===== src/rtl/video_text_pkg.sv =====
// Shared definitions for the 160x45 text-mode renderer.
//   - Text geometry and pipeline latency constants.
//   - Derived field widths for column/row/glyph indexing.
//   - Text RAM word layout: [7:0] char, [11:8] fg index, [15:12] bg index.
//   - Fixed 16-colour CGA palette lookup.
package video_text_pkg;

  localparam int unsigned TEXT_COLS    = 160;
  localparam int unsigned TEXT_ROWS    = 45;
  localparam int unsigned GLYPH_W      = 8;
  localparam int unsigned GLYPH_H      = 16;
  localparam int unsigned PIPE_LATENCY = 5;

  localparam int unsigned XBIT_W = $clog2(GLYPH_W);    // pixel-in-glyph bits
  localparam int unsigned GROW_W = $clog2(GLYPH_H);    // glyph row bits
  localparam int unsigned COL_W  = $clog2(TEXT_COLS);  // 8
  localparam int unsigned ROW_W  = $clog2(TEXT_ROWS);  // 6

  typedef struct packed {
    logic [3:0] bg;
    logic [3:0] fg;
    logic [7:0] ch;
  } text_word_t;

  function automatic logic [23:0] palette_rgb(input logic [3:0] idx);
    logic [23:0] c;
    case (idx)
      4'd0:    c = 24'h000000;
      4'd1:    c = 24'h0000AA;
      4'd2:    c = 24'h00AA00;
      4'd3:    c = 24'h00AAAA;
      4'd4:    c = 24'hAA0000;
      4'd5:    c = 24'hAA00AA;
      4'd6:    c = 24'hAA5500;
      4'd7:    c = 24'hAAAAAA;
      4'd8:    c = 24'h555555;
      4'd9:    c = 24'h5555FF;
      4'd10:   c = 24'h55FF55;
      4'd11:   c = 24'h55FFFF;
      4'd12:   c = 24'hFF5555;
      4'd13:   c = 24'hFF55FF;
      4'd14:   c = 24'hFFFF55;
      default: c = 24'hFFFFFF;
    endcase
    return c;
  endfunction

endpackage


===== src/rtl/video_delay_line.sv =====
// Fixed-depth shift register used to align side-band fields with the
// pixel pipeline.
//   clk   : pixel clock
//   reset : synchronous, active-high; every stage loads RESET_VALUE
//   d     : input word
//   q     : d delayed by DEPTH clock edges
module video_delay_line #(
  parameter int unsigned       WIDTH       = 1,
  parameter int unsigned       DEPTH       = 1,
  parameter logic [WIDTH-1:0]  RESET_VALUE = '0
) (
  input  logic             clk,
  input  logic             reset,
  input  logic [WIDTH-1:0] d,
  output logic [WIDTH-1:0] q
);

  logic [WIDTH-1:0] stage [DEPTH];

  always_ff @(posedge clk) begin
    if (reset) begin
      for (int unsigned i = 0; i < DEPTH; i++) begin
        stage[i] <= RESET_VALUE;
      end
    end else begin
      stage[0] <= d;
      for (int unsigned i = 1; i < DEPTH; i++) begin
        stage[i] <= stage[i-1];
      end
    end
  end

  assign q = stage[DEPTH-1];

endmodule


===== src/rtl/video_text_renderer.sv =====
// 160x45 text-mode renderer (8x16 glyph cells) fed by the 720p timing block.
//   clk, reset            : pixel clock, synchronous active-high reset
//   x_in, y_in            : pixel column / line from the timing block
//   hsync_in, vsync_in    : input syncs; visible_in : active-area flag
//   text_addr / text_data : text RAM port (data valid 1 cycle after addr)
//   font_addr / font_data : font ROM port {char, glyph_row} (1-cycle read)
//   cursor_en/_col/_row   : blinking inverse-video cursor cell
//   rgb                   : {R,G,B} pixel, black outside the active area
//   hsync_out, vsync_out, de_out : inputs delayed to match the 5-cycle pipe
module video_text_renderer
  import video_text_pkg::*;
#(
  parameter logic        H_SYNC_ACTIVE = 1'b1,
  parameter logic        V_SYNC_ACTIVE = 1'b1,
  parameter int unsigned BLINK_FRAMES  = 30
) (
  input  logic        clk,
  input  logic        reset,
  input  logic [15:0] x_in,
  input  logic [15:0] y_in,
  input  logic        hsync_in,
  input  logic        vsync_in,
  input  logic        visible_in,
  output logic [12:0] text_addr,
  input  logic [15:0] text_data,
  output logic [11:0] font_addr,
  input  logic [7:0]  font_data,
  input  logic        cursor_en,
  input  logic [7:0]  cursor_col,
  input  logic [5:0]  cursor_row,
  output logic [23:0] rgb,
  output logic        hsync_out,
  output logic        vsync_out,
  output logic        de_out
);

  // Geometry of the current input pixel
  logic [COL_W-1:0]  col;
  logic [ROW_W-1:0]  row;
  logic [GROW_W-1:0] glyph_row;
  logic [XBIT_W-1:0] xbit;
  logic [12:0]       row_ext;
  logic [12:0]       addr_next;
  logic              unused_in_bits;

  assign col       = x_in[XBIT_W +: COL_W];
  assign row       = y_in[GROW_W +: ROW_W];
  assign glyph_row = y_in[GROW_W-1:0];
  assign xbit      = x_in[XBIT_W-1:0];
  assign unused_in_bits = ^{x_in[15:XBIT_W+COL_W], y_in[15:GROW_W+ROW_W]};

  // row*160 + col as shift-add; wraps for off-screen coordinates
  assign row_ext   = 13'(row);
  assign addr_next = (row_ext << 7) + (row_ext << 5) + 13'(col);

  // Cursor blink: count rising vsync edges, toggle phase every BLINK_FRAMES
  logic       vsync_prev;
  logic [7:0] frame_cnt;
  logic       blink_phase;
  logic       vsync_rise;
  logic       cursor_hit;

  assign vsync_rise = (vsync_in == V_SYNC_ACTIVE) && (vsync_prev != V_SYNC_ACTIVE);
  // Uses the blink phase before any toggle caused by this same sample
  assign cursor_hit = cursor_en && (col == cursor_col) && (row == cursor_row) && blink_phase;

  always_ff @(posedge clk) begin
    if (reset) begin
      vsync_prev  <= ~V_SYNC_ACTIVE;
      frame_cnt   <= '0;
      blink_phase <= 1'b1;
    end else begin
      vsync_prev <= vsync_in;
      if (vsync_rise) begin
        if (frame_cnt == 8'(BLINK_FRAMES - 1)) begin
          frame_cnt   <= '0;
          blink_phase <= ~blink_phase;
        end else begin
          frame_cnt <= frame_cnt + 8'd1;
        end
      end
    end
  end

  // Stage 1: text RAM address
  always_ff @(posedge clk) begin
    if (reset) text_addr <= '0;
    else       text_addr <= addr_next;
  end

  // Side-band alignment
  logic [1:0]        sync_d;
  logic [GROW_W-1:0] grow_d;
  logic [XBIT_W-1:0] xbit_d;
  logic              cursor_d;
  logic              visible_d;
  logic [7:0]        colour_d;
  text_word_t        tw;

  assign tw = text_word_t'(text_data);

  video_delay_line #(
    .WIDTH       (2),
    .DEPTH       (PIPE_LATENCY),
    .RESET_VALUE ({~V_SYNC_ACTIVE, ~H_SYNC_ACTIVE})
  ) u_sync_dly (
    .clk   (clk),
    .reset (reset),
    .d     ({vsync_in, hsync_in}),
    .q     (sync_d)
  );

  assign vsync_out = sync_d[1];
  assign hsync_out = sync_d[0];

  // Glyph row is needed when the text word returns (two edges later)
  video_delay_line #(
    .WIDTH (GROW_W),
    .DEPTH (2)
  ) u_grow_dly (
    .clk   (clk),
    .reset (reset),
    .d     (glyph_row),
    .q     (grow_d)
  );

  // Pixel select, cursor and visible are consumed by the final rgb register
  video_delay_line #(
    .WIDTH (XBIT_W + 2),
    .DEPTH (PIPE_LATENCY - 1)
  ) u_pix_dly (
    .clk   (clk),
    .reset (reset),
    .d     ({xbit, cursor_hit, visible_in}),
    .q     ({xbit_d, cursor_d, visible_d})
  );

  // fg/bg captured with the text word, then held one more edge for the font row
  video_delay_line #(
    .WIDTH (8),
    .DEPTH (2)
  ) u_colour_dly (
    .clk   (clk),
    .reset (reset),
    .d     ({tw.bg, tw.fg}),
    .q     (colour_d)
  );

  // Stage 3: font ROM address
  always_ff @(posedge clk) begin
    if (reset) font_addr <= '0;
    else       font_addr <= {tw.ch, grow_d};
  end

  // Stage 5: colour selection
  logic [XBIT_W-1:0] bit_idx;
  logic              pix_on;
  logic [3:0]        colour_idx;
  logic [23:0]       rgb_next;

  always_comb begin
    bit_idx    = XBIT_W'(GLYPH_W - 1) - xbit_d;
    // Cursor swaps fg/bg, equivalent to inverting the glyph bit
    pix_on     = font_data[bit_idx] ^ cursor_d;
    colour_idx = pix_on ? colour_d[3:0] : colour_d[7:4];
    rgb_next   = visible_d ? palette_rgb(colour_idx) : '0;
  end

  always_ff @(posedge clk) begin
    if (reset) begin
      rgb    <= '0;
      de_out <= 1'b0;
    end else begin
      rgb    <= rgb_next;
      de_out <= visible_d;
    end
  end

endmodule


===== config.mk =====
export PLATFORM = sky130hd
export DESIGN_NAME = video_text_renderer
export DESIGN_NICKNAME = d
export VERILOG_FILES = /design/src/rtl/video_text_pkg.sv /design/src/rtl/video_delay_line.sv /design/src/rtl/video_text_renderer.sv
export SDC_FILE = /design/constraint.sdc
export NUM_CORES = 1
export LEC_CHECK = 0
export ABC_AREA = 1
export CAP_MARGIN = 20
export CORE_ASPECT_RATIO = 0.8
export CORE_UTILIZATION = 41
export DETAILED_ROUTE_END_ITERATION = 10
export GPL_TIMING_DRIVEN = 1
export HOLD_SLACK_MARGIN = 0.08
export PLACE_DENSITY = 0.81
export SLEW_MARGIN = 20
export SYNTH_ARGS = -nofsm -noshare
export SYNTH_HDL_FRONTEND = slang
export SYNTH_SLANG_ARGS = --single-unit

===== constraint.sdc =====
create_clock -name clk -period 2.08 [get_ports clk]
set_input_delay 0.416 -clock clk [delete_from_list [all_inputs] [get_ports clk]]
set_output_delay 0.416 -clock clk [all_outputs]
set_load 0.02 [all_outputs]

# Word level (Yosys, flattened, before mapping)
# Memories as Yosys holds them, arrays and structs flattened. A register that Yosys moved wholly into a read port is not among the register bits.
# Cells that the tools add are included.
# word_totals
reg_bits	36
ramBits	54
rom_bits	384
in_bits	76
output_inout_bits	52
elab_cells	62
memories	5
# mem_list
name	words	word_bits	read_ports	rd_clocked_by_memory_dff	wr	line_no	text
(no name shown)	16	24	1	1	0	video_text_pkg.sv:27	case (idx)
u_pix_dly.stage	4	5	4	0	4	video_delay_line.sv:18	logic [WIDTH-1:0] stage [DEPTH];
u_colour_dly.stage	2	8	2	0	2	video_delay_line.sv:18	
u_sync_dly.stage	5	2	5	0	5	video_delay_line.sv:18	
u_grow_dly.stage	2	4	2	1	2	video_delay_line.sv:18	
# classes
add_sub_neg	4
n_lt_le_gt_ge	1
n_eq_ne	3
n_mux	20
bitwise_logic	17
n_reduce_logical	6
# ops
op	n
$mux W8	3
$mux W5	4
$add A13 B11 Y13	1
$add A13 B8 Y13	1
$or A1 B1 Y1	13
$mux W4	3
$mux W2	5
$add A8 B1 Y8 const B	1
$eq A8 B5 Y1 const B	1
$eq A8 B8 Y1	1
$eq A6 B6 Y1	1
$logic_and A1 B1 Y1	4
$lt A3 B4 Y1 const B	1
$mux W1	4
$bmux W1 S3	1
$not A1 Y1	3
$sub A3 B3 Y3 const A	1
$reduce_and A2 Y1	1
$reduce_or A2 Y1	1
$xor A1 B1 Y1	1

# Longest topological paths before layout
# Gate-level depths: netlist of run 1.
# An unclocked memory read counts as a cell.
# logic_depth
depth_word	6
depth_mapped	12

# Modules after synthesis
# A second synthesis of run 1 with hierarchy kept.
# hier_totals
cells_unflattened	465
area_unflattened_um2	3908.7
# by_module_without_submodules
module	instances	cells_per_inst	area_per_inst_um2	seq_area_each_um2
video_text_renderer	1	283	2238.4	820.8
video_delay_line at u_pix_dly	1	62	573.0	400.4
video_delay_line at u_colour_dly	1	58	534.3	320.3
video_delay_line at u_sync_dly	1	33	301.5	200.2
video_delay_line at u_grow_dly	1	29	261.5	160.2

# Worst setup path before layout of run 1
# No wires, ideal clock.
# synth_path
path_type	in2reg
start	input port x_in[10]
end	register text_addr[12]
setup_time_ps	119
t_arrival_ps	1965
slack_ps	-4
cell_stages	11
path_buffers	0
path_cell_list	inv_1 > fa_1 > fa_1 > inv_1 > nand3_1 > nand2_1 > a21oi_1 > nor2_1 > nor2_1 > o21ai_0 > a21oi_1
# synth_via
elab_chain_cells	1
# synth_rtl
item	line_no	text
start: declaration	video_text_renderer.sv:19	input logic [15:0] x_in,
$add A13 B8 Y13	video_text_renderer.sv:54	assign addr_next = (row_ext << 7) + (row_ext << 5) + 13'(col);
end signal: assignment	video_text_renderer.sv:88	else text_addr <= addr_next;
end: declaration	video_text_renderer.sv:24	output logic [12:0] text_addr,
# No other way between the ends.
# A chain may end at the register's enable or synchronous reset.

# Worst setup path after layout of run 1
# layout_path
start	input port y_in[8]
end	register text_addr[12]
# layout_via
elab_chain_cells	2
# layout_rtl
item	line_no	text
start: declaration	video_text_renderer.sv:20	input logic [15:0] y_in,
$add A13 B11 Y13	video_text_renderer.sv:54	
$add A13 B8 Y13	video_text_renderer.sv:54	
# No other way between the ends.

==> qor_table.md, run 1 <==
| Parameter | Reported | Unit |
|:---|:---|:---|
| Result of the run | finished clean | - |
| Slowest cell delay on critical path | 0.48 | ns |
| Kind of cell adding the most delay to the critical path | adder cells | - |
| Port Buffer Count | 116 | - |
| Critical Setup Path Class | in -> reg | - |
| Clock slew at the register clock pins of the worst setup and hold paths | 0.09 | ns |
| Max-slew headroom at the worst pin | 52.22 | % |
| Hold Path Stages | 2 | - |
| Part of the Yosys area used for sequential elements | 50.97 | % |
| Number of antenna violations at the first check in global routing | 0 | - |
| Placed wire-length estimate | 5235 | um |
| Layout cells sized above 1 | 9.282 | % |
| Final #Nets | 659 | - |
| Post-placement cell area | 0.004938 | mm^2 |
| Hold worst-path end | u_grow_dly.stage[1][3]$_SDFF_PP0_ | - |
| Floorplan die height | 86.88 | um |
| Maximum fanout along the worst path | 3 | - |
| Final Cycle Share | 95.70 | % |
| Pins over their slew limit | 0 | - |
| Global-route wire length before repair | 11420 | um |
| End of the worst register-to-register path | frame_cnt[6]$_SDFFE_PP0P_ | - |
| DR DRC count | 0 | - |
| Final Setup Violations | 0 | - |
| Distinct cells, synth | 30 | - |
| Via-to-Cell Ratio | 4.199 | - |
| Power Dens Cells | 699.3 | mW/mm^2 |
| Pre-Repair DR Iteration Count | 4 | - |
| Peak VDD IR | 0.0004213 | V |
| Hold path start | u_grow_dly.stage[0][3]$_SDFF_PP0_ | - |
| Core Rows | 30 | - |
| Most common library cell in the layout ignoring fill and taps | sky130_fd_sc_hd__inv_1 | - |
| Reg2Reg Depth | 8 | - |
| Count of buffering cells on the critical path with inverters included | 1 | - |
| Synth Register Bits | 94 | - |
| Reg-to-reg startpoint | frame_cnt[0]$_SDFFE_PP0P_ | - |
| Clock period minus worst slack | 1.991 | ns |
| Leakage component of the power | 2.334 | nW |
| Final weighted congestion of routability-driven global placement | 0.8480 | - |
| Clock H-tree levels | 3 | - |
| Final ANT Viol Nets | 0 | - |
| Setup Slack @ Placement | -0.6081 | ns |
| TritonCTS clock tree | yes | - |
| Commonest cells after routing, fill and taps aside | sky130_fd_sc_hd__inv_1 (110), sky130_fd_sc_hd__clkdlybuf4s50_1 (109), sky130_fd_sc_hd__dfxtp_1 (94), sky130_fd_sc_hd__nor2_1 (87), sky130_fd_sc_hd__nand2_1 (38) | - |
| CTS Sinks | 94 | - |
| Number of hold-slack violations in the final timing report | 0 | - |
| Number of buffers added for setup after CTS | 0 | - |
| Crit path arrival time | 2.27 | ns |
| Routed vias | 2868 | - |
| Setup crit end kind | flop | - |
| Total non-filler cell area in the finished layout | 0.005139 | mm^2 |
| Antenna fix cells | 0 | - |
| Synth top area cells | sky130_fd_sc_hd__dfxtp_1 (51%), sky130_fd_sc_hd__inv_1 (11%), sky130_fd_sc_hd__nor2_1 (8.8%), sky130_fd_sc_hd__ha_1 (4.4%), sky130_fd_sc_hd__nand2_1 (4.0%) | - |
| Pin count of the biggest net entering global routing | 77 | - |
| Clock root cell | sky130_fd_sc_hd__clkbuf_8 | - |
| Portion of synthesized cell area occupied by the leading cell type | 50.97 | % |
| Area growth syn-to-layout | 39.17 | % |
| Worst path cell trace | clkdlybuf4s50_1, ha_1, ha_1, a21oi_1, nand2_2, a21oi_1, nor2_1, nor2_1, o21ai_1, a21oi_1 | - |
| TritonCTS Buffers | 9 | - |
| Area of the core region | 0.008596 | mm^2 |
| Most frequent cell on the critical path | sky130_fd_sc_hd__a21oi_1 | - |
| Aggregate global routing overflow | 0 | - |
| Synth Instances | 452 | - |
| Number of global-route vias before repair | 2689 | - |
| Startpoint kind of the worst setup timing path | primary input | - |
| Total power draw | 0.003594 | W |
| Average footprint of a synthesized cell | 8.169 | um^2 |
| Net Count, Synth | 543 | - |
| Ports placed on the boundary | 128 | - |
| Type of the tightest min-delay check | reg -> reg | - |
| Number of max-cap violations | 0 | - |
| Number of buffers on the longest clock path | 2 | - |
| Required @ worst endpoint | 2.36 | ns |
| Total global-route track usage | 15.64 | % |
| Hold_ws | 0.3951 | ns |
| Starting Density | 42.95 | % |
| Wire length per cell after detailed routing | 10.05 | um |
| Library cell contributing the largest single delay on the critical path | sky130_fd_sc_hd__clkdlybuf4s50_1 | - |
| Horiz. Die Dim | 108.1 | um |
| Later-pin clock latency in the skew report | 0.35 | ns |
| Die Footprint | 0.009392 | mm^2 |
| Total standard cell area after synthesis | 0.003692 | mm^2 |
| Register-to-register path setup slack | 0.60 | ns |
| Wire length after detailed routing | 6867 | um |
| Transition time at the pin with the least slew margin | 0.7167 | ns |
| DRT iter0 DRCs | 83 | - |
| PnR worst setup slack | 0.08949 | ns |
| Synth warn | 0 | - |
| Setup skew after layout | 0.007070 | ns |
| Maximum operating frequency | 502.4 | MHz |
| Dominant cell type by area after synthesis | sky130_fd_sc_hd__dfxtp_1 | - |
==> flip-flops by register name (all words and copies together) (netlist names) <==
signal              flops
u_grow_dly.stage        8
u_colour_dly.stage     16
text_addr              13
blink_phase             1
font_addr              12
u_sync_dly.stage       10
rgb                     5
de_out                  1
u_pix_dly.stage        20
frame_cnt               8
==> synthesized netlist by cell type <==
master	n
sky130_fd_sc_hd__or2_2	2
sky130_fd_sc_hd__clkbuf_1	4
sky130_fd_sc_hd__nand3_1	16
sky130_fd_sc_hd__nand2_4	3
sky130_fd_sc_hd__buf_1	4
sky130_fd_sc_hd__inv_2	1
sky130_fd_sc_hd__xnor2_1	7
sky130_fd_sc_hd__buf_2	1
sky130_fd_sc_hd__nand2_2	1
sky130_fd_sc_hd__nand2_1	39
sky130_fd_sc_hd__a221oi_1	1
sky130_fd_sc_hd__nor2_1	87
sky130_fd_sc_hd__fa_1	2
sky130_fd_sc_hd__ha_1	13
sky130_fd_sc_hd__nor3_2	1
sky130_fd_sc_hd__nand4_1	2
sky130_fd_sc_hd__nor2_2	1
sky130_fd_sc_hd__o21ai_0	6
sky130_fd_sc_hd__or2_0	1
sky130_fd_sc_hd__nand3_2	4
sky130_fd_sc_hd__inv_1	111
sky130_fd_sc_hd__xor2_1	8
sky130_fd_sc_hd__nor4_2	1
sky130_fd_sc_hd__a21oi_1	13
sky130_fd_sc_hd__buf_4	19
sky130_fd_sc_hd__nand3_4	2
sky130_fd_sc_hd__nand3b_1	2
sky130_fd_sc_hd__nor4_1	1
sky130_fd_sc_hd__nor3_1	5
sky130_fd_sc_hd__dfxtp_1	94
==> metrics by stage <==
step | util, % | instances | setup TNS, ns
after detailed placement | 57.45 | 669 | -2.589
after CTS | 59.64 | 683 | 0
after global placement | 57.45 | 669 | -2.190
final | 59.78 | 683 | 0
after global routing | 59.78 | 683 | -0.02211
after floorplan | - | 452 | 0
==> report_power, final <==
part           internal (W)  leakage (nW)  switching [W]  total (W)
Clock              0.000546        0.0838       0.000599    0.00115
Combinational      0.000292          1.48       0.000257   0.000549
Sequential          0.00188         0.773      0.0000234    0.00190
Total               0.00271          2.33       0.000880    0.00359
==> logic make-up (layout without fill, tap and decap cells) <==
group / count (synthesis) / count (layout) / synth area share, %
xor gates and xnor gates: 15 / 15 / 3.558
buffers and inverters: 140 / 259 / 16.20
DFF: 94 / 94 / 50.97
and+or+nand+nor: 168 / 168 / 20.98
AOI/OAI and AO/OA: 20 / 20 / 2.813
adders and majority gates: 15 / 15 / 5.490
==> repair_timing <==
action / 4_1_cts / 5_1_grt
gates resized for setup: 6 / 6
setup endpoints to repair: 4 / 3
pin swaps: 3 / 3
hold buffers: 0 / 0
==> layer usage <==
layer	routed length, um	up-vias	GRT usage (%)
met4	80	0	4.608
met3	740	11	7.405
met1	2807	1219	16.53
met2	3239	110	27.68
li1	-	1528	-
met5	0	-	0
==> tightest hold or removal path, cell delays in order, from the launching register on <==
cell and delay (ns):
sky130_fd_sc_hd__dfxtp_1 0.30, sky130_fd_sc_hd__inv_1 0.04, sky130_fd_sc_hd__nor2_1 0.03
==> final cells by class <==
type                            count  area, um^2
Inverter                          112       420.4
Tap cell                          112       140.1
Multi-Input combinational cell    218        1224
Fill cell                         772        3457
Clock inverter                      5       61.31
Clock buffer                        9       123.9
Sequential cell                    94        1882
Timing Repair Buffer              133        1287
==> worst max path at each step <==
stage	startpoint	end	slack (ns)	cells after the start
final	y_in[8]	text_addr[12]$_SDFF_PP0_	0.09	10
after global routing	y_in[8]	text_addr[12]$_SDFF_PP0_	-0.02	10
after CTS	x_in[9]	text_addr[12]$_SDFF_PP0_	0.002	13
after detailed placement	y_in[6]	text_addr[12]$_SDFF_PP0_	-0.61	12
after global placement	y_in[6]	text_addr[12]$_SDFF_PP0_	-0.53	12
after floorplan	y_in[6]	text_addr[12]$_SDFF_PP0_	0.003	11
Power figures use the tool's default switching activity.
==> run 2: changes to the inputs <==
- HOLD_SLACK_MARGIN: 0.08 -> 0.05
==> results of run 2 <==
No change in the layout: final DEF, timing and power equal those of run 1.
==> run 3: changes to the inputs <==
- clock period: 2.08 -> 1.6 ns (I/O delays scaled with it)
==> run 3 against run 2 <==
Net effect:
- the run now ends with setup timing left
- clock-buffer cell count is 2 higher
- sequential power is 30% higher
- final cell count is 1.6% higher
- worst setup slack worse by 0.21 ns
- die area stayed put
- wire length is 6.7% higher
- global-route usage is 1.0 points higher
- non-clock buffer count is 9 higher
- utilization is 1.8 points higher
- register-to-register slack worse by 0.44 ns
- critical path depth is 2 higher
- critical endpoint is now text_addr[11]$_SDFF_PP0_
- largest cell class unchanged
- highest routed layer unchanged
==> qor_table.md, run 3 (synthesis gave the netlist of run 1 again) <==
| Parameter | Reported | Unit | Delta |
|:---|:---|:---|:---|
| CTS Sinks | 94 | - | unchanged |
| Antenna fix cells | 0 | - | unchanged |
| Hold_ws | 0.3422 | ns | -0.05290 ns |
| Max reg flops | 20 | - | unchanged |
| Peak VDD IR | 0.0005760 | V | +37% |
| DRT iter0 DRCs | 102 | - | +23% |
| Sw frac | 25.36 | % | +0.87 points |
| Routed vias | 2958 | - | +3.1% |
| Sequential share of power | 50.9 | % | -1.9 points |
| Count of hold buffers inserted by post-cts repair | 0 | - | unchanged |
| Number of hold-slack violations in the final timing report | 0 | - | unchanged |
| Result of the run | finished with violations | - |  |
| Largest registers | u_pix_dly.stage: 20 flops, u_colour_dly.stage: 16 flops, text_addr: 13 flops | - |  |
| Later-pin clock latency in the skew report | 0.35 | ns | about the same |
| Final Setup Violations | 3 | - | +3 |
| Layout cells sized above 1 | 14.78 | % | +5.5 points |
| Final weighted congestion of routability-driven global placement | 0.8526 | - | +0.54% |
| Transition time at the pin with the least slew margin | 0.7207 | ns | +0.003913 ns |
| Summed negative setup slack over all endpoints | -0.1809 | ns | -0.1809 ns |
| Area of the multi-input gates | 0.001338 | mm^2 | +9.3% |
| Area of the core region | 0.008596 | mm^2 | unchanged |
| PnR worst setup slack | -0.1216 | ns | -0.2111 ns |
| Register-to-register path setup slack | 0.16 | ns | -0.44 ns |
| Core Rows | 30 | - | unchanged |
| Pin count of the biggest net entering global routing | 77 | - | unchanged |
| Global-route wire length before repair | 12100 | um | +5.9% |
| Most common library cell in the layout ignoring fill and taps | sky130_fd_sc_hd__inv_1 | - |  |
| Clock period minus worst slack | 1.722 | ns |  |
| Maximum fanout along the worst path | 2 | - | -1 |
| Final Instance Count excl. Fillers | 694 | - | +1.6% |
| Total non-filler cell area in the finished layout | 0.005291 | mm^2 | +3.0% |
| Aggregate global routing overflow | 0 | - | unchanged |
| Via-to-Cell Ratio | 4.262 | - | +1.5% |
| Failing checks | setup timing | - |  |
| Power Dens Cells | 916.7 | mW/mm^2 | +31% |
| TritonCTS Buffers | 9 | - | unchanged |
| DR DRC count | 0 | - | unchanged |
| Total placed cells including tap cells | 676 | - | +1.0% |
| RSZ-0062 raised after global routing | yes | - |  |
| Die Footprint | 0.009392 | mm^2 | unchanged |
| Wire length per cell after detailed routing | 10.56 | um | +5.0% |
| Pins over their slew limit | 0 | - | unchanged |
| Pre-Repair DR Iteration Count | 4 | - | unchanged |
| Clock root cell | sky130_fd_sc_hd__clkbuf_8 | - |  |
| Count of filler cells inserted in the layout | 757 | - | -1.9% |
| Max-slew headroom at the worst pin | 51.96 | % | -0.26 points |
| Crit path arrival time | 2.01 | ns | -0.26 ns |
| Total global-route track usage | 16.64 | % | +1.0 points |
| Register with the highest flop count | u_pix_dly.stage | - |  |
| Number of buffers on the longest clock path | 2 | - | unchanged |
| Maximum operating frequency | 580.9 | MHz |  |
| Horiz. Die Dim | 108.1 | um | unchanged |
| Leakage component of the power | 2.623 | nW | +12% |
| Psw | 0.001230 | W | +40% |
| Internal power | 0.003621 | W | +33% |
| Startpoint kind of the worst setup timing path | primary input | - |  |
| Final #Nets | 668 | - | +1.4% |
| Wire length after detailed routing | 7328 | um | +6.7% |
| Placed wire-length estimate | 5193 | um | -0.80% |
| Required @ worst endpoint | 1.89 | ns | -0.47 ns |
| Clock share of power | 33.3 | % | +1.4 points |
| Ports placed on the boundary | 128 | - | unchanged |
| Final Cycle Share | 107.6 | % |  |
| Final ANT Viol Nets | 0 | - | unchanged |
| Portion of total power attributed to combinational logic | 15.8 | % | +0.5 points |
| Critical Setup Path Class | in -> reg | - |  |
| Number of global-route vias before repair | 2712 | - | +0.86% |
| Clock H-tree levels | 3 | - | unchanged |
| Area taken by flip-flops and latches | 0.001883 | mm^2 | about the same |
| Type of the tightest min-delay check | in -> reg | - |  |
| Port Buffer Count | 116 | - | unchanged |
| TritonCTS clock tree | yes | - |  |
| Setup crit end kind | flop | - |  |
| Starting Density | 42.95 | % | unchanged |
| Commonest cells after routing, fill and taps aside | sky130_fd_sc_hd__inv_1 (106), sky130_fd_sc_hd__dfxtp_1 (93), sky130_fd_sc_hd__nor2_1 (87), sky130_fd_sc_hd__clkdlybuf4s50_1 (55), sky130_fd_sc_hd__dlygate4sd2_1 (53) | - |  |
| Post-placement cell area | 0.005005 | mm^2 | +1.3% |
| Floorplan die height | 86.88 | um | unchanged |
| Number of max-cap violations | 0 | - | unchanged |
| Clock slew at the register clock pins of the worst setup and hold paths | 0.09 | ns | about the same |
| Area growth syn-to-layout | 43.31 | % |  |
| Number of antenna violations at the first check in global routing | 0 | - | unchanged |
| Setup skew after layout | 0.009713 | ns | +0.002643 ns |
## run 3: changes by cell type in the layout (fill, tap and decap cells not counted), moves of 4 or more
cell                              previous run  this run
sky130_fd_sc_hd__buf_4                      17        26
sky130_fd_sc_hd__clkdlybuf4s50_1           109        55
sky130_fd_sc_hd__dlygate4sd2_1               3        53
sky130_fd_sc_hd__ha_1                       12         6
sky130_fd_sc_hd__ha_4                        0         6
sky130_fd_sc_hd__inv_1                     110       106
## run 3: area by class of cell
cell class                      count  area share (%)
Clock inverter                      5           1.277
Tap cell                          112           2.648
Inverter                          112           8.134
Multi-Input combinational cell    218           25.28
Clock buffer                       11           2.672
Sequential cell                    94           35.59
Timing Repair Buffer              142           24.40
## run 3: worst max-delay path: stages
cell and delay, ns:
sky130_fd_sc_hd__buf_8 0.08, sky130_fd_sc_hd__inv_4 0.03, sky130_fd_sc_hd__fa_1 0.58, sky130_fd_sc_hd__inv_1 0.06, sky130_fd_sc_hd__ha_1 0.20, sky130_fd_sc_hd__a21oi_2 0.19, sky130_fd_sc_hd__nand2_2 0.08, sky130_fd_sc_hd__nand2_1 0.06
sky130_fd_sc_hd__nand2_1 0.06, sky130_fd_sc_hd__a21oi_2 0.15, sky130_fd_sc_hd__o21ai_1 0.08, sky130_fd_sc_hd__a21oi_1 0.12
## run 3: power groups by stage
stage,clock network (W),logic [W],registers (W)
after floorplan,0,0.000284,0.00258
after global placement,0,0.000713,0.00252
after detailed placement,0,0.000729,0.00253
after CTS,0.00167,0.000737,0.00247
after global routing,0.00178,0.000840,0.00248
final,0.00162,0.000766,0.00247
## run 3: per-layer routing
| metal | routed length, um | share of wire, % | GRT usage, % | vias up |
|---|---|---|---|---|
| li1 | - | - | - | 1552 |
| met1 | 3031 | 41 | 18.42 | 1289 |
| met2 | 3453 | 47 | 28.49 | 105 |
| met3 | 735 | 10 | 7.255 | 12 |
| met4 | 108 | 1.5 | 5.853 | 0 |
| met5 | 0 | 0 | 0 | - |
## run 3: timing repair
| action | in CTS | in global routing |
|---|---|---|
| endpoints found under the hold margin | 0 | 0 |
| resized for setup | 90 | 13 |
| endpoints found under the setup margin | 56 | 12 |
| setup buffers | 2 | 0 |
| pin swaps | 11 | 10 |
## run 3: through the flow
step | util (%) | setup slack (ns) | total power [W]
finish | 61.56 | -0.1216 | 0.004850
global route | 61.56 | -0.1607 | 0.005100
CTS | 60.95 | -0.0007807 | 0.004877
detailed placement | 58.22 | -0.9261 | 0.003254
global placement | 58.22 | -0.8923 | 0.003236
floorplan | - | -0.2213 | 0.002865
## run 3: path summary, 6_finish.rpt
| kind | from | end | cells after the start |
|---|---|---|---|
| setup / recovery | y_in[4] | text_addr[11]$_SDFF_PP0_ | 12 |
| hold / removal | reset | blink_phase$_SDFFE_PP1P_ | 3 |
| setup reg to reg | frame_cnt[1]$_SDFFE_PP0P_ | frame_cnt[4]$_SDFFE_PP0P_ | 7 |
| hold reg to reg | u_pix_dly.stage[0][9]$_SDFF_PP0_ | u_pix_dly.stage[0][14]$_SDFF_PP0_ | 2 |
==> RTL edit: new RTL, settings of run 3 <==
Put a register stage on the outputs `hsync_out` and `vsync_out`. The values now appear one clock later. The other outputs are not delayed to match. Comments in the files are not updated.
--- a/src/rtl/video_text_renderer.sv
+++ b/src/rtl/video_text_renderer.sv
@@ -110,8 +110,10 @@
     .q     (sync_d)
   );
 
-  assign vsync_out = sync_d[1];
-  assign hsync_out = sync_d[0];
+  always_ff @(posedge clk) begin
+    hsync_out <= sync_d[0];
+    vsync_out <= sync_d[1];
+  end
 
   // Glyph row is needed when the text word returns (two edges later)
   video_delay_line #(
Formal check against the unedited RTL: not equivalent (Yosys sat finds a counterexample within 10 cycles, from zero or initial values and one cycle with reset high).
==> RTL edit against run 3 <==
  * The run still ends with negative setup slack left
  * Critical path depth unchanged
  * Synthesized area down 0.10%
  * Global-route usage up 0.98 points
  * Sequential cell count up 2
  * Total power up 5.9%
  * Sequential share of layout area up 0.28 points
  * Final area up 1.3%
  * Wire length up 6.8%
  * Setup slack better by 34 ps
  * Core utilization up 0.77 points
  * Fmax up 2.0%
  * Largest cell class unchanged
  * Highest routed layer unchanged
==> RTL edit: results <==
group,metric,value,unit
final_layout,layout-drive-gt1-share,0.146,
worst_setup_path,critical-path-top-delay-family,"adder cells",
synthesis,yosys_most_used_dff,"dfxtp_1",
placement,dp_worst_setup_slack,-1020,ps
synthesis,synth_nets,540,
status,violations,"negative setup slack",
route,wl_per_cell,11.4,um
power_and_ir_drop,p_leak,2.74,nW
min_path,holdPathStages,0,
sta,worst_slack,-88.1,ps
placement,gp_congestion,0.836,
synthesis,syn_avg_cell_area,8.22,sq um
sta,finClkSkew,8.48,ps
power_and_ir_drop,total_power,5.14,mW
placement,placedCellCount,670,
power_and_ir_drop,vdd_drop_max,0.500,mV
synthesis,yosysWarnings,0,
status,status,"finished, violations left",
placement,dp_hpwl,5.60,mm
placement,dpl_cell_area,4990,sq um
clocking,clk_latency,350,ps
power_and_ir_drop,clockPowerShare,0.359,
clocking,clk_pin_slew_worst_paths,90,ps
route,vias_per_cell,4.23,
synthesis,ys_async_sr_fraction,0,
route,drt_iter0_drc,82,
min_path,hold_path_startpoint,"u_sync_dly.stage[4][1]",
power_and_ir_drop,power.share.combinational,0.150,
grt,grt_pass1_vias,2903,
worst_setup_path,r2r_end,"frame_cnt[5]",
synthesis,ys_top_cells_by_area,"dfxtp_1 52%, inv_1 11%, nor2_1 8.8%, ha_1 4.4%, nand2_1 4.1%",
worst_setup_path,slowest_stage,"fa_2",
sta,setup_tns,-94.4,ps
clocking,cts-root-buf,"clkbuf_8",
final_layout,fin_cells,689,
final_layout,reg.largest.list,"u_pix_dly.stage: 20 flops, u_colour_dly.stage: 16 flops, text_addr: 13 flops",
placement,port_buffers,116,
power_and_ir_drop,netSwitchingPower,1.20,mW
min_path,min_to,"vsync_out",
grt,grt_first_pass_wirelength,12.9,mm
worst_setup_path,r2r_cells,7,
sta,setup_violations,2,
synthesis,yosys-top-cells-count,"108 x inv_1, 96 x dfxtp_1, 86 x nor2_1, 40 x nand2_1, 19 x buf_4",
clocking,clock_path_buffers,2,
final_layout,nFillCells,730,
final_layout,regArea,1920,sq um
sta,whs,333,ps
worst_setup_path,crit_fanout,3,
worst_setup_path,max_stage_delay,590,ps
min_path,hold_path_class,"reg -> reg",
worst_setup_path,endpoint,"text_addr[11]",
synthesis,synth_seq_area_share,0.521,
final_layout,fin_nets,663,
grt,grt_usage,0.176,
worst_setup_path,crit_required,1880,ps
grt,grt_max_degree,75,
sta,maxSlewHeadroom,0.781,
==> RTL edit: what timing repair did <==
item                       CTS  global route
resized for setup           82            24
setup endpoints to repair   50            13
setup buffers                2             1
pin swaps                   14            16
==> RTL edit: layer usage <==
layer | vias up | global-route usage | share of wire
met1 | 1293 | 0.199 | 0.42
met4 | 0 | 0.0710 | 0.016
met3 | 11 | 0.0459 | 0.049
li1 | 1539 | - | -
met5 | - | 0 | 0
met2 | 72 | 0.316 | 0.51
==> RTL edit: final cells by class <==
type / count / area share
Clock buffer: 10 / 0.0238
Inverter: 109 / 0.0787
Sequential cell: 96 / 0.359
Timing Repair Buffer: 139 / 0.244
Tap cell: 112 / 0.0262
Multi-Input combinational cell: 217 / 0.247
Clock inverter: 6 / 0.0215
==> RTL edit: kinds of logic after synthesis <==
family          count (synthesis)  share of synthesized area
simple gates                  168                      0.203
compound gates                 19                     0.0278
buf+inv                       136                      0.158
fa+ha+maj                      15                     0.0550
flops                          96                      0.521
xor+xnor                       15                     0.0356
